### config.mk
export PLATFORM = sky130hd
export DESIGN_NAME = counter_job_issuer
export DESIGN_NICKNAME = d
export VERILOG_FILES = /design/src/rtl/counter_job_issuer.sv
export SDC_FILE = /design/constraint.sdc
export NUM_CORES = 1
export LEC_CHECK = 0
export CAP_MARGIN = 25
export CORE_ASPECT_RATIO = 1.2
export CORE_UTILIZATION = 55
export CTS_BUF_LIST = sky130_fd_sc_hd__clkbuf_4 sky130_fd_sc_hd__clkbuf_8
export CTS_CLUSTER_SIZE = 20
export DETAILED_ROUTE_END_ITERATION = 10
export GPL_ROUTABILITY_DRIVEN = 0
export MAX_ROUTING_LAYER = met4
export PLACE_DENSITY_LB_ADDON = 0.2
export SLEW_MARGIN = 20
export SYNTH_ARGS = -nofsm -noshare
export SYNTH_HDL_FRONTEND = slang
export SYNTH_SLANG_ARGS = --single-unit
### constraint.sdc
create_clock -name clk -period 7.7 [get_ports clk]
set_input_delay 1.54 -clock clk [delete_from_list [all_inputs] [get_ports clk]]
set_output_delay 1.54 -clock clk [all_outputs]
set_load 0.005 [all_outputs]
### src/rtl/counter_job_issuer.sv
// Job issuer for a start/done counter: queues count jobs and issues them one at a time.
// Optional watchdog on the WAIT state is enabled by defining COUNTER_JOB_TIMEOUT_EN.
module counter_job_issuer #(
  parameter int CNT_WIDTH      = 7,
  parameter int FIFO_DEPTH     = 4,
  parameter int FIFO_AW        = 2,
  parameter int DONE_CNT_WIDTH = 8,
  parameter int TIMEOUT_CYCLES = 1023
) (
  input  logic                      clk,
  input  logic                      rst,
  input  logic                      job_valid_i,
  input  logic [CNT_WIDTH-1:0]      job_val_i,
  output logic                      job_ready_o,
  output logic                      start_o,
  output logic [CNT_WIDTH-1:0]      cnt_val_o,
  input  logic                      done_i,
  output logic                      busy_o,
  output logic [FIFO_AW:0]          fifo_cnt_o,
  output logic [DONE_CNT_WIDTH-1:0] jobs_done_o,
  output logic                      err_o
);

  typedef enum logic [1:0] {
    S_IDLE  = 2'd0,
    S_ISSUE = 2'd1,
    S_WAIT  = 2'd2
  } state_e;

  localparam logic [FIFO_AW:0] FULL_CNT = FIFO_DEPTH[FIFO_AW:0];

  state_e                      state_q, state_d;
  logic [CNT_WIDTH-1:0]        mem_q [FIFO_DEPTH];
  logic [FIFO_AW-1:0]          wr_ptr_q, wr_ptr_d;
  logic [FIFO_AW-1:0]          rd_ptr_q, rd_ptr_d;
  logic [FIFO_AW:0]            cnt_q, cnt_d;
  logic                        start_q, start_d;
  logic [CNT_WIDTH-1:0]        cnt_val_q, cnt_val_d;
  logic [DONE_CNT_WIDTH-1:0]   jobs_q, jobs_d;
  logic                        push, pop;
  logic                        fifo_empty;
  logic [CNT_WIDTH-1:0]        head;

`ifdef COUNTER_JOB_TIMEOUT_EN
  localparam int               WD_W     = $clog2(TIMEOUT_CYCLES + 1);
  localparam logic [WD_W-1:0]  WD_LIMIT = WD_W'(TIMEOUT_CYCLES - 1);
  logic [WD_W-1:0]             wd_q, wd_d;
  logic                        err_q, err_d;
`else
  logic [31:0]                 timeout_cfg_unused;
  assign timeout_cfg_unused = 32'(TIMEOUT_CYCLES);
`endif

  // Ready depends only on the registered count, so a pop never frees a slot in the same cycle.
  assign job_ready_o = (cnt_q != FULL_CNT);
  assign push        = job_valid_i & job_ready_o;
  assign fifo_empty  = (cnt_q == '0);
  assign head        = mem_q[rd_ptr_q];

  always_ff @(posedge clk) begin
    if (push) begin
      mem_q[wr_ptr_q] <= job_val_i;
    end
  end

  always_comb begin
    state_d   = state_q;
    start_d   = 1'b0;
    cnt_val_d = '0;
    jobs_d    = jobs_q;
    pop       = 1'b0;
`ifdef COUNTER_JOB_TIMEOUT_EN
    wd_d      = wd_q;
    err_d     = 1'b0;
`endif
    case (state_q)
      S_IDLE: begin
        if (!fifo_empty) begin
          pop = 1'b1;
          // A zero-length job completes immediately without bothering the counter.
          if (head != '0) begin
            state_d   = S_ISSUE;
            start_d   = 1'b1;
            cnt_val_d = head;
          end else begin
            jobs_d = jobs_q + 1'b1;
          end
        end
      end
      S_ISSUE: begin
        state_d = S_WAIT;
`ifdef COUNTER_JOB_TIMEOUT_EN
        wd_d    = '0;
`endif
      end
      S_WAIT: begin
        if (done_i) begin
          state_d = S_IDLE;
          jobs_d  = jobs_q + 1'b1;
        end
`ifdef COUNTER_JOB_TIMEOUT_EN
        else if (wd_q == WD_LIMIT) begin
          state_d = S_IDLE;
          err_d   = 1'b1;
        end else begin
          wd_d = wd_q + 1'b1;
        end
`endif
      end
      default: state_d = S_IDLE;
    endcase
  end

  always_comb begin
    wr_ptr_d = push ? wr_ptr_q + 1'b1 : wr_ptr_q;
    rd_ptr_d = pop  ? rd_ptr_q + 1'b1 : rd_ptr_q;
    cnt_d    = cnt_q;
    if (push && !pop) begin
      cnt_d = cnt_q + 1'b1;
    end else if (!push && pop) begin
      cnt_d = cnt_q - 1'b1;
    end
  end

  always_ff @(posedge clk or posedge rst) begin
    if (rst) begin
      state_q   <= S_IDLE;
      wr_ptr_q  <= '0;
      rd_ptr_q  <= '0;
      cnt_q     <= '0;
      start_q   <= 1'b0;
      cnt_val_q <= '0;
      jobs_q    <= '0;
    end else begin
      state_q   <= state_d;
      wr_ptr_q  <= wr_ptr_d;
      rd_ptr_q  <= rd_ptr_d;
      cnt_q     <= cnt_d;
      start_q   <= start_d;
      cnt_val_q <= cnt_val_d;
      jobs_q    <= jobs_d;
    end
  end

`ifdef COUNTER_JOB_TIMEOUT_EN
  always_ff @(posedge clk or posedge rst) begin
    if (rst) begin
      wd_q  <= '0;
      err_q <= 1'b0;
    end else begin
      wd_q  <= wd_d;
      err_q <= err_d;
    end
  end
  assign err_o = err_q;
`else
  assign err_o = 1'b0;
`endif

  assign start_o     = start_q;
  assign cnt_val_o   = cnt_val_q;
  assign busy_o      = (state_q != S_IDLE);
  assign fifo_cnt_o  = cnt_q;
  assign jobs_done_o = jobs_q;

endmodule

==> flow_summary.ini <==
[run_status]
run_status = complete, no violations

[setup_path]
path_cells = clkdlybuf4s50_1 -> and2_0 -> ha_1 -> inv_1 -> fa_1 -> xor2_1 -> nor2_1 -> xor2_1
cp.depth = 8
critical-path-max-stage-delay_ps = 520
cp-endpoint = fifo_cnt_o[2]$_DFFE_PP0P_
timing.critical_path.buf_inv = 2
critPathLaunch = job_valid_i
cp_top_family = adder cells
r2r_setup_slack_ps = 4810
crit_path_end_kind = flip-flop
worst-r2r-cell-count = 5
critical_path.reg2reg.endpoint = jobs_done_o[1]$_DFFE_PP0P_
worstPathArrival_ps = 3410
worst_path_max_delay_cell = clkdlybuf4s50_1
path_class = input pin to flip-flop
critical-path-top-cell-by-count = xor2_1
maximum_net_fanout_on_the_critical_path = 5
r2r_start = rd_ptr_q[0]$_DFFE_PP0P_
worst-endpoint-required_ps = 7910
setup.worst_path.start_class = input pin

[synth]
synth_register_bits = 53
summed_instance_area_of_the_synthesized_netlist_sq_mm = 0.002157
synth.distinct_cells = 28
netlist_instances = 137
ys_seq_area_share_pct = 67.98
synth.yosys.warnings = 0
synth_area_per_cell_sq_um = 15.75
synthesized_netlist_net_count = 155

[layout]
antennaDiodeCount = 0
area.growth.synth_to_final_pct = 22.68
final_layout_size_suffix_gt1_share_pct = 12.72
layout_commonest_cell = clkdlybuf4s50_1
commonest_cells_after_routing_fill_and_taps_aside = clkdlybuf4s50_1 (31), edfxtp_1 (28), dfrtp_1 (25)
finish.utilization_pct = 71.65
final_net_count = 190
design_area_sq_mm = 0.002646
fin_cells = 225

[die]
initial_core_util_pct = 58.40
die_w_microns = 59.17
i_o_pin_cnt = 33
rows = 24
fp.dieH_microns = 70.60
design.die.area_sq_mm = 0.004177
fp.coreArea_sq_mm = 0.003694

[placed_design]
total_cell_area_at_the_placement_stage_sq_mm = 0.002506
dp_hpwl_microns = 2489
pre_cts_ws_ps = 4205
dp.cells = 216
port_buffers = 31

[timing]
hold_slack_ps = 483.8
final_hold_viol_count = 0
report.final.setup_viol = 0
final_clock_skew_ps = 11.79
period_share_pct = 41.50
final_worst_path_setup_slack_ps = 4504
drv_slew = 0
min_period_ps = 3196
fmax_ghz = 0.3129
unrepaired_setup_endpoints_after_global_routing = false
tns_ps = 0

[drt]
ant_nets = 0
vias = 1143
drc = 0
wire_per_inst_microns = 14.90
detail_route.vias_per_cell = 5.080
totalWireLength_microns = 3352
initialDrtViolationCount = 51
detail_route.first_pass.iterations = 4

[clock_tree]
cts_num_sinks = 53
cts.repair_timing.setup_buffer_count = 0
clock_pin_slew_of_the_registers_on_the_worst_case_setup_and_hold_paths_ps = 90
ctsHtreeMaxLevel = 2
hold_buf_count_cts = 0
clock_tree.root_cell = clkbuf_8
post_cts_resize_count = 0
cts_made_buffers = 5
clock_insertion_delay_worst_skew_ps = 290
tritoncts = built
cts.path.max_buffers = 2

[grt]
grt_pass1_wl_microns = 5699
grt_total_ovfl = 0
gr_met3_demand_resource_pct = 4.570
first_global_vias = 1215
busiest_layer = met2
antenna_found_initial = 0
grt_max_degree = 26
track_usage_pct = 19.26
groute.layer.met2.usage_pct = 32.32
grt_util_met1_pct = 23.82

[hold_path]
min_delay_path_depth = 1
worst_hold_path_type = flip-flop to flip-flop

[power_and_ir_drop]
power.ir.vdd_worst_v = 0.0001893
pwr_density_cell_mw_per_mm2 = 389.5
design_power_total_mw = 1.031
p_leak_nw = 1.039

[job]
timing.max_cap.violations = 0
-- how the worst min path moves through the flow --
stage                               start                          to
6_report       jobs_done_o[7]$_DFFE_PP0P_  jobs_done_o[7]$_DFFE_PP0P_
5_1_grt        jobs_done_o[7]$_DFFE_PP0P_  jobs_done_o[7]$_DFFE_PP0P_
4_1_cts        jobs_done_o[7]$_DFFE_PP0P_  jobs_done_o[7]$_DFFE_PP0P_
3_5_place_dp   jobs_done_o[7]$_DFFE_PP0P_  jobs_done_o[7]$_DFFE_PP0P_
3_3_place_gp   jobs_done_o[7]$_DFFE_PP0P_  jobs_done_o[7]$_DFFE_PP0P_
2_1_floorplan  jobs_done_o[7]$_DFFE_PP0P_  jobs_done_o[7]$_DFFE_PP0P_
-- flip-flops by register name, summed over array words and instances (netlist names) --
| register | flops |
|---|---|
| start_o | 1 |
| fifo_cnt_o | 3 |
| wr_ptr_q | 2 |
| rd_ptr_q | 2 |
| mem_q | 28 |
| jobs_done_o | 8 |
| cnt_val_o | 7 |
| state_q | 2 |
-- cell type report --
cell class,count,area [sq um]
clock inverter,3,43.79
inverter,7,26.28
sequential,53,1466
multi-input combinational,73,638.1
tap,52,65.06
fill,263,1047
timing repair buffer,32,337.8
clock buffer,5,68.82
-- layer usage --
| layer | part of all wire (%) | up-vias |
|---|---|---|
| met2 | 54 | 29 |
| li1 | - | 555 |
| met1 | 43 | 559 |
| met5 | 0 | - |
| met3 | 2.9 | 0 |
| met4 | 0 | 0 |
-- Yosys cell counts, drive strengths merged --
master	instances	area [sq um]
nand3	2	10.01
ha	6	75.07
xnor2	4	35.03
nor2b	7	43.79
o31a	1	8.760
inv	7	26.28
nor2	8	30.03
a211o	1	8.760
conb	1	3.750
nor3	4	20.02
clkbuf	2	7.510
fa	1	20.02
buf	2	18.77
nor3b	1	7.510
or2	3	18.77
xor2	9	78.83
and2	1	6.260
o21ai	1	5.000
nand2	3	11.26
nor4	3	18.77
mux2	3	33.78
nand4	2	12.51
and3	4	25.02
edfxtp	28	840.8
dfrtp	25	625.6
mux4	7	157.7
or4	1	7.510
-- power breakdown --
| group | internal, mW | leakage [nW] | switching, mW | total [mW] |
|---|---|---|---|---|
| Sequential | 0.394 | 0.562 | 0.0778 | 0.472 |
| Combinational | 0.218 | 0.419 | 0.160 | 0.378 |
| Clock | 0.0973 | 0.0585 | 0.0835 | 0.181 |
| Total | 0.710 | 1.04 | 0.321 | 1.03 |
-- cell families (layout without fill, tap and decap cells) --
| logic type | Yosys count | in the layout | share of synthesized area [%] |
|---|---|---|---|
| AO/OA/AOI/OAI | 3 | 3 | 1.044 |
| XOR/XNOR | 13 | 13 | 5.278 |
| adder cells (fa/ha/maj) | 7 | 7 | 4.408 |
| buffers and inverters | 11 | 47 | 2.437 |
| flip-flops | 53 | 53 | 67.98 |
| multiplexers | 10 | 10 | 8.875 |
| other | 1 | 1 | 0.1738 |
| AND/OR/NAND/NOR | 39 | 39 | 9.803 |
(Power assumes the default switching activity.)
